### src/rtl/mac_acc16_ctrl.sv
// Signed Q6.9 N_TAPS-tap MAC, round-half-up/saturate to Q9. Result valid 2 cycles after last transfer.
// in_ready_o low in DRAIN/OUT; result held until out_ready_i. Optional saturated-frame counter: MAC_ACC16_CTRL_SAT_CNT_EN.
module mac_acc16_ctrl #(
  parameter int N_TAPS = 16
) (
  input  logic        clk_i,
  input  logic        rst_ni,
  input  logic        clear_i,
  input  logic        in_valid_i,
  output logic        in_ready_o,
  input  logic [15:0] a_i,
  input  logic [15:0] x_i,
  output logic        out_valid_o,
  input  logic        out_ready_i,
  output logic [35:0] y_ori_o,
  output logic [15:0] y_sat_o,
  output logic        sat_o,
  output logic        busy_o
`ifdef MAC_ACC16_CTRL_SAT_CNT_EN
  ,
  output logic [15:0] sat_cnt_o
`endif
);

  typedef enum logic [1:0] {IDLE, ACC, DRAIN, OUT} state_t;

  localparam logic [4:0] LAST_TAP = 5'(N_TAPS - 1);

  state_t             state_q, state_d;
  logic [4:0]         tap_cnt_q, tap_cnt_d;
  logic               drain_ph_q, drain_ph_d;
  logic               load_out;
  logic               xfer;

  logic signed [15:0] a_s, x_s;
  logic signed [31:0] mul;
  logic signed [31:0] prod_q;
  logic               prod_vld_q;
  logic signed [35:0] acc_q;

  logic signed [27:0] y_rnd;
  logic        [15:0] y_sat_d;
  logic               sat_d;

  assign in_ready_o  = (state_q == IDLE) || (state_q == ACC);
  assign out_valid_o = (state_q == OUT);
  assign busy_o      = (state_q != IDLE);
  assign xfer        = in_valid_i & in_ready_o;

  // State register
  always_ff @(posedge clk_i or negedge rst_ni) begin
    if (!rst_ni) begin
      state_q    <= IDLE;
      tap_cnt_q  <= '0;
      drain_ph_q <= 1'b0;
    end else begin
      state_q    <= state_d;
      tap_cnt_q  <= tap_cnt_d;
      drain_ph_q <= drain_ph_d;
    end
  end

  // DRAIN spends one cycle folding in the last product, one cycle rounding into the output registers
  always_comb begin
    state_d    = state_q;
    tap_cnt_d  = tap_cnt_q;
    drain_ph_d = drain_ph_q;
    load_out   = 1'b0;
    case (state_q)
      IDLE: begin
        tap_cnt_d  = '0;
        drain_ph_d = 1'b0;
        if (xfer) begin
          tap_cnt_d = 5'd1;
          state_d   = (LAST_TAP == 5'd0) ? DRAIN : ACC;
        end
      end
      ACC: begin
        if (xfer) begin
          tap_cnt_d = tap_cnt_q + 5'd1;
          if (tap_cnt_q == LAST_TAP) begin
            state_d = DRAIN;
          end
        end
      end
      DRAIN: begin
        drain_ph_d = 1'b1;
        if (drain_ph_q) begin
          load_out   = 1'b1;
          drain_ph_d = 1'b0;
          state_d    = OUT;
        end
      end
      OUT: begin
        if (out_ready_i) begin
          state_d = IDLE;
        end
      end
      default: state_d = IDLE;
    endcase
    if (clear_i) begin
      state_d    = IDLE;
      tap_cnt_d  = '0;
      drain_ph_d = 1'b0;
      load_out   = 1'b0;
    end
  end

  assign a_s = a_i;
  assign x_s = x_i;
  assign mul = 32'(a_s) * 32'(x_s);

  // Product stage P
  always_ff @(posedge clk_i or negedge rst_ni) begin
    if (!rst_ni) begin
      prod_q     <= '0;
      prod_vld_q <= 1'b0;
    end else if (clear_i) begin
      prod_vld_q <= 1'b0;
    end else begin
      prod_vld_q <= xfer;
      if (xfer) begin
        prod_q <= mul;
      end
    end
  end

  // Accumulator; the first product of a frame lands one cycle after it leaves IDLE
  always_ff @(posedge clk_i or negedge rst_ni) begin
    if (!rst_ni) begin
      acc_q <= '0;
    end else if (clear_i || (state_q == IDLE)) begin
      acc_q <= '0;
    end else if (prod_vld_q) begin
      acc_q <= acc_q + 36'(prod_q);
    end
  end

  assign y_rnd = {acc_q[35], acc_q[35:9]} + {27'd0, acc_q[8]};

  always_comb begin
    y_sat_d = y_rnd[15:0];
    sat_d   = 1'b0;
    if (y_rnd > 28'sd32767) begin
      y_sat_d = 16'h7FFF;
      sat_d   = 1'b1;
    end else if (y_rnd < -28'sd32768) begin
      y_sat_d = 16'h8000;
      sat_d   = 1'b1;
    end
  end

  always_ff @(posedge clk_i or negedge rst_ni) begin
    if (!rst_ni) begin
      y_ori_o <= '0;
      y_sat_o <= '0;
      sat_o   <= 1'b0;
    end else if (load_out) begin
      y_ori_o <= acc_q;
      y_sat_o <= y_sat_d;
      sat_o   <= sat_d;
    end
  end

`ifdef MAC_ACC16_CTRL_SAT_CNT_EN
  // A frame counts only when actually handed off; an abort in the same cycle wins
  always_ff @(posedge clk_i or negedge rst_ni) begin
    if (!rst_ni) begin
      sat_cnt_o <= '0;
    end else if (out_valid_o && out_ready_i && !clear_i && sat_o && (sat_cnt_o != 16'hFFFF)) begin
      sat_cnt_o <= sat_cnt_o + 16'd1;
    end
  end
`endif

endmodule

### config.mk
export PLATFORM = sky130hd
export DESIGN_NAME = mac_acc16_ctrl
export DESIGN_NICKNAME = d
export VERILOG_FILES = /design/src/rtl/mac_acc16_ctrl.sv
export SDC_FILE = /design/constraint.sdc
export NUM_CORES = 1
export LEC_CHECK = 0
export CAP_MARGIN = 20
export CORE_MARGIN = 5
export CORE_UTILIZATION = 55
export DETAILED_ROUTE_END_ITERATION = 6
export PLACE_DENSITY_LB_ADDON = 0.12
export SYNTH_ARGS = -nofsm -noshare
export SYNTH_HDL_FRONTEND = slang
export SYNTH_SLANG_ARGS = --single-unit
### constraint.sdc
create_clock -name clk_i -period 3.4 [get_ports clk_i]
set_clock_uncertainty 0.1 [all_clocks]
set_input_delay 0.68 -clock clk_i [delete_from_list [all_inputs] [get_ports clk_i]]
set_output_delay 0.68 -clock clk_i [all_outputs]
set_load 0.005 [all_outputs]
Word-level counts from Yosys, hierarchy flattened

Cells that the tools add are included.

$add $sub $neg: 3
$mul: 1
Magnitude comparators: 2
Eq/ne operators: 9
Muxes and demuxes: 24
Bitwise gates (word level): 2
Reduce and logical (&&, ||, !) cells: 10

Operators with widths:

| kind                                                                              | number |
|---|---|
| 36-bit 2-to-1 mux                                                                 | 2 |
| 36-bit by 32-bit adder with 36-bit output                                         | 1 |
| 16-bit by 16-bit multiplier with 32-bit output                                    | 1 |
| 16-bit 2-to-1 mux                                                                 | 2 |
| 27-bit by 2-bit adder with 28-bit output                                          | 1 |
| 28-bit by 16-bit greater-than comparator with 1-bit output, second input constant | 1 |
| 28-bit by 16-bit < comparator with 1-bit output, second input constant            | 1 |
| 2-bit 2-to-1 mux                                                                  | 6 |
| 5-bit 2-to-1 mux                                                                  | 2 |
| 5-bit case mux with 2 select lines                                                | 1 |
| 1-bit 2-to-1 mux                                                                  | 9 |
| 3-bit != test, second input constant                                              | 3 |
| 2-bit case mux with 4 select lines                                                | 1 |
| 3-bit by 2-bit != test with 1-bit output, second input constant                   | 2 |
| 3-bit nonzero test                                                                | 2 |
| 5-bit by 1-bit adder with 5-bit output, second input constant                     | 1 |
| 5-bit by 4-bit == test with 1-bit output, second input constant                   | 1 |
| 5-bit AND reduction                                                               | 1 |
| 2-bit == test, second input constant                                              | 2 |
| 2-bit AND reduction                                                               | 2 |
| 2-bit nonzero test                                                                | 2 |
| 2-bit by 1-bit == test with 1-bit output, second input constant                   | 1 |
| 2-bit zero test                                                                   | 1 |
| 1-bit logical OR                                                                  | 2 |
| 3 further kinds                                                                   | 3 |

Register bits: 130
Input port bits: 37
Output and inout bits: 56
Word-level logic and storage cells: 60

Depth between registers and ports, before layout

Word-level depth: 6
Gate-level depth with buffers: 25
Depth with buffers taken out: 24

Least setup slack after synthesis

No wires, ideal clock.

Path kind: input to register
Start: input x_i[1]
End: register prod_q[31]
Setup time: 82 ps
Arrival time: 6,589 ps
Required time: 3,218 ps
Path slack: -3,371 ps
Stages: 24
Cell sequence: clkbuf_1 -> nand2_1 -> inv_1 -> fa_1 -> inv_1 -> fa_1 -> inv_1 -> fa_1 -> fa_1 -> fa_1 -> inv_1 -> fa_1 -> inv_1 -> ha_1 -> a21o_1 -> a21o_1 -> a21oi_1 -> o21ai_0 -> and4_1 -> a21o_1 -> o21a_1 -> o211a_1 -> or3_1 -> a31oi_1

Cells in the longest elaborated chain, start to end: 1

RTL lines:

| what                                           | RTL line | RTL |
|---|---|---|
| from (decl)                                    | 12       | `input logic [15:0] x_i,` |
| 16-bit by 16-bit multiplier with 32-bit output | 111      | `assign mul = 32'(a_s) * 32'(x_s);` |
| to (signal assigned)                           | 123      | `prod_q <= mul;` |
| to (decl)                                      | 37       | `logic signed [31:0] prod_q;` |

Every way passes these cells.
A chain may end at the register's enable or synchronous reset.

Worst setup path in the final report

Start: input a_i[7]
End: register prod_q[31]

Cells in the longest elaborated chain, start to end: 1

RTL lines:

| what                                           | RTL line | RTL |
|---|---|---|
| from (decl)                                    | 11       | `input logic [15:0] a_i,` |
| 16-bit by 16-bit multiplier with 32-bit output | 111      |  |

Every way passes these cells.

==> flow_summary.toml <==
[sta]
worstMarginPinSlew_ns = 0.693
fin_ws_ns = -2.63
tns_ns = -54.16
maxSlewViolCount = 0
min_period_ns = 6.03
rsz0062_at_grt = "yes"
relSlewSlack_pct = 53.8
max_freq_ghz = 0.166
fin_crit_sh_pct = 177
final-hold-violation-count = 0
finalSetupViolations = 27

[global_route]
grt_usage_pct = 25.3
first_global_vias = 15200
overflow = 0
antenna_found_initial = 0
grt_max_degree = 53
grt_pass1_wl_mm = 73.8

[route]
routedLengthMet1_mm = 19.1
drtPass1Iterations = 5
drc = 0
vias_per_cell = 5.32
drtAntennaViolNets = 0
vias = 14600
top_layer_used = "met4"
wl_met2_mm = 23.2
met3WireLength_mm = 2.30
drtIter0Drc = 862
wl_per_cell_um = 16.8
finalWirelength_mm = 46.0

[synthesis]
async_flop_share_pct = 100
synthMuxAreaShare_pct = 0.180
synth_edf_count = 0
synthFlopType = "dfrtp_1"
yosysTopAreaCell = "fa_1"
yosys.area_share.simple_pct = 17.7
synth_compound_area_share_pct = 10.8
synthTopCellsByArea = "fa_1 30%, dfrtp_1 19%, ha_1 9.1%"
netlist_top_cells_count = "344 x inv_1, 344 x nand2_1, 263 x fa_1, 131 x and2_1, 130 x dfrtp_1"
synth_xor_area_share_pct = 3.98
ys_warn_count = 0
syn_inst = 1960
synth-seq-cells = 130
synth_top_family_by_area = "adder cells"
synth.avg_cell_area_um2 = 8.87
ys_seq_area_share_pct = 18.7
netlist_area_um2 = 17400
ys_types = 72
synthAdderAreaFrac_pct = 39.4
syn-num-nets = 2386
synth_top_area_share_pct = 30.3

[critical_path]
cp_slowest_cell = "fa_1"
reg2regPathDepth = 13
cp_data_arrival_time_ns = 6.28
cp.required_ns = 3.64
cpMostUsedCell = "fa_1"
max_stage_delay_ns = 0.55
crit_type = "primary input to register"
crit_path_end_kind = "register"
cp_max_fo = 6
cp-start-kind = "primary input"

[cells_and_area]
final_area_um2 = 23200
syn_to_final_growth_pct = 33.5
drive_gt1_share_pct = 29.1
nets = 2750
nFillCells = 2150
antennaDiodeCount = 0

[placement]
dpl_cell_area_um2 = 20700
post-place-ws_ns = -3.57
dp_hpwl_mm = 34.1
gp_congestion = 0.899
port_buffers = 92

[clocking]
ctsHoldBuffers = 0
clkTransAtPathRegs_ns = 0.06
clk-insertion-delay-late_ns = 0.42
cts_buffers = 17
cts_buffer_depth = 2
tritoncts = "yes"
h-tree-depth = 4
cts.sinks = 130
root_buffer = "clkbuf_16"

[die]
core_area_um2 = 31400
initial_core_util_pct = 55.4
die_w_um = 188
ios = 93
row_count = 65
die_h_um = 188
dieArea_um2 = 35300

[status]
outcome = "complete, but fails checks"
violations = "negative setup slack"

[flow_run]
cap_violations = 0

[min_path]
hp-class = "primary input to async pin"
-- area by class of cell --
type / instances / area [µm²] / area share (%)
clock buffers: 19 / 443 / 1.91
clock inverters: 13 / 209 / 0.900
inverters: 344 / 1290 / 5.57
multi-input cells: 1414 / 13700 / 59.2
flip-flops and latches: 130 / 3250 / 14.0
well taps: 402 / 503 / 2.17
repair buffers: 417 / 3760 / 16.2
-- timing repair --
item,in CTS,in global routing
gates resized for setup,298,142
gates cloned,6,0
pin swaps,131,97
setup endpoints to repair,32,35
hold endpoints to repair,0,0
setup buffers,78,40
-- critical path, delay by kind of cell --
family	cells	cell delay, ns
AO/OA/AOI/OAI	6	1.08
adder cells (fa/ha/maj)	7	3.34
AND/OR/NAND/NOR	3	0.55
buffers and inverters	9	0.63
-- state kept, by name, summed over array words and instances (netlist names) --
name,flops
acc_q,36
drain_ph_q,1
prod_q,32
prod_vld_q,1
sat_o,1
state_q,2
tap_cnt_q,5
y_ori_o,36
y_sat_o,16
-- worst paths after layout --
kind                                  start           end  slack, ns
worst max-delay path                 a_i[7]    prod_q[31]      -2.63
worst min-delay path                 rst_ni  tap_cnt_q[4]       0.20
worst max register to register    prod_q[0]     acc_q[34]       0.14
worst min register to register  y_ori_o[33]   y_ori_o[33]       0.37
max in group asynchronous            rst_ni   y_ori_o[34]       2.25
min in group clk_i              y_ori_o[33]   y_ori_o[33]       0.37
-- kinds of logic (layout without fill, tap and decap cells) --
| group | Yosys count | count (layout) |
|---|---|---|
| AOI/OAI and AO/OA | 287 | 287 |
| xor gates and xnor gates | 79 | 79 |
| adders and majority gates | 389 | 389 |
| buffers and inverters | 416 | 793 |
| DFF | 130 | 130 |
| muxes | 3 | 3 |
| and+or+nand+nor | 656 | 656 |
-- through the flow --
step                      instances  util, %  hold WS, ns
after CTS                      2710     71.9        0.225
after global placement         2597     66.0        0.358
final                          2739     73.9        0.197
after global routing           2739     73.9        0.259
after detailed placement       2597     66.0        0.361
after floorplan                1960        -        0.284
-- cells in the final DEF, fill, tap and decap left out, drive strengths merged, types with 5 or more instances in the layout --
cell type,netlist,routed
dfrtp,130,130
o21bai,9,9
nand2b,14,14
nand3,23,23
a21o,36,36
and2,132,132
buf,10,350
o21ai,92,92
a211oi,21,21
nor2b,6,6
bufinv,0,5
ha,126,126
xnor2,47,47
and3,13,13
clkbuf,62,24
and4,5,5
a22o,6,6
fa,263,263
nor3,10,10
or3,9,9
xor2,32,32
a31oi,10,10
nor2,75,75
nand2,344,344
clkdlybuf4s50,0,60
inv,344,344
nand4,6,6
a21oi,65,65
clkinv,0,5
o21a,10,10
-- metal layers --
layer | vias up | GRT usage, %
met2 | 441 | 44.9
li1 | 6876 | -
met5 | - | 0
met4 | 0 | 7.45
met1 | 7143 | 32.7
met3 | 108 | 3.28
Power is left out: the tool's default activity adds up to more than one toggle a clock period on the data nets, which glitch-free logic cannot reach.
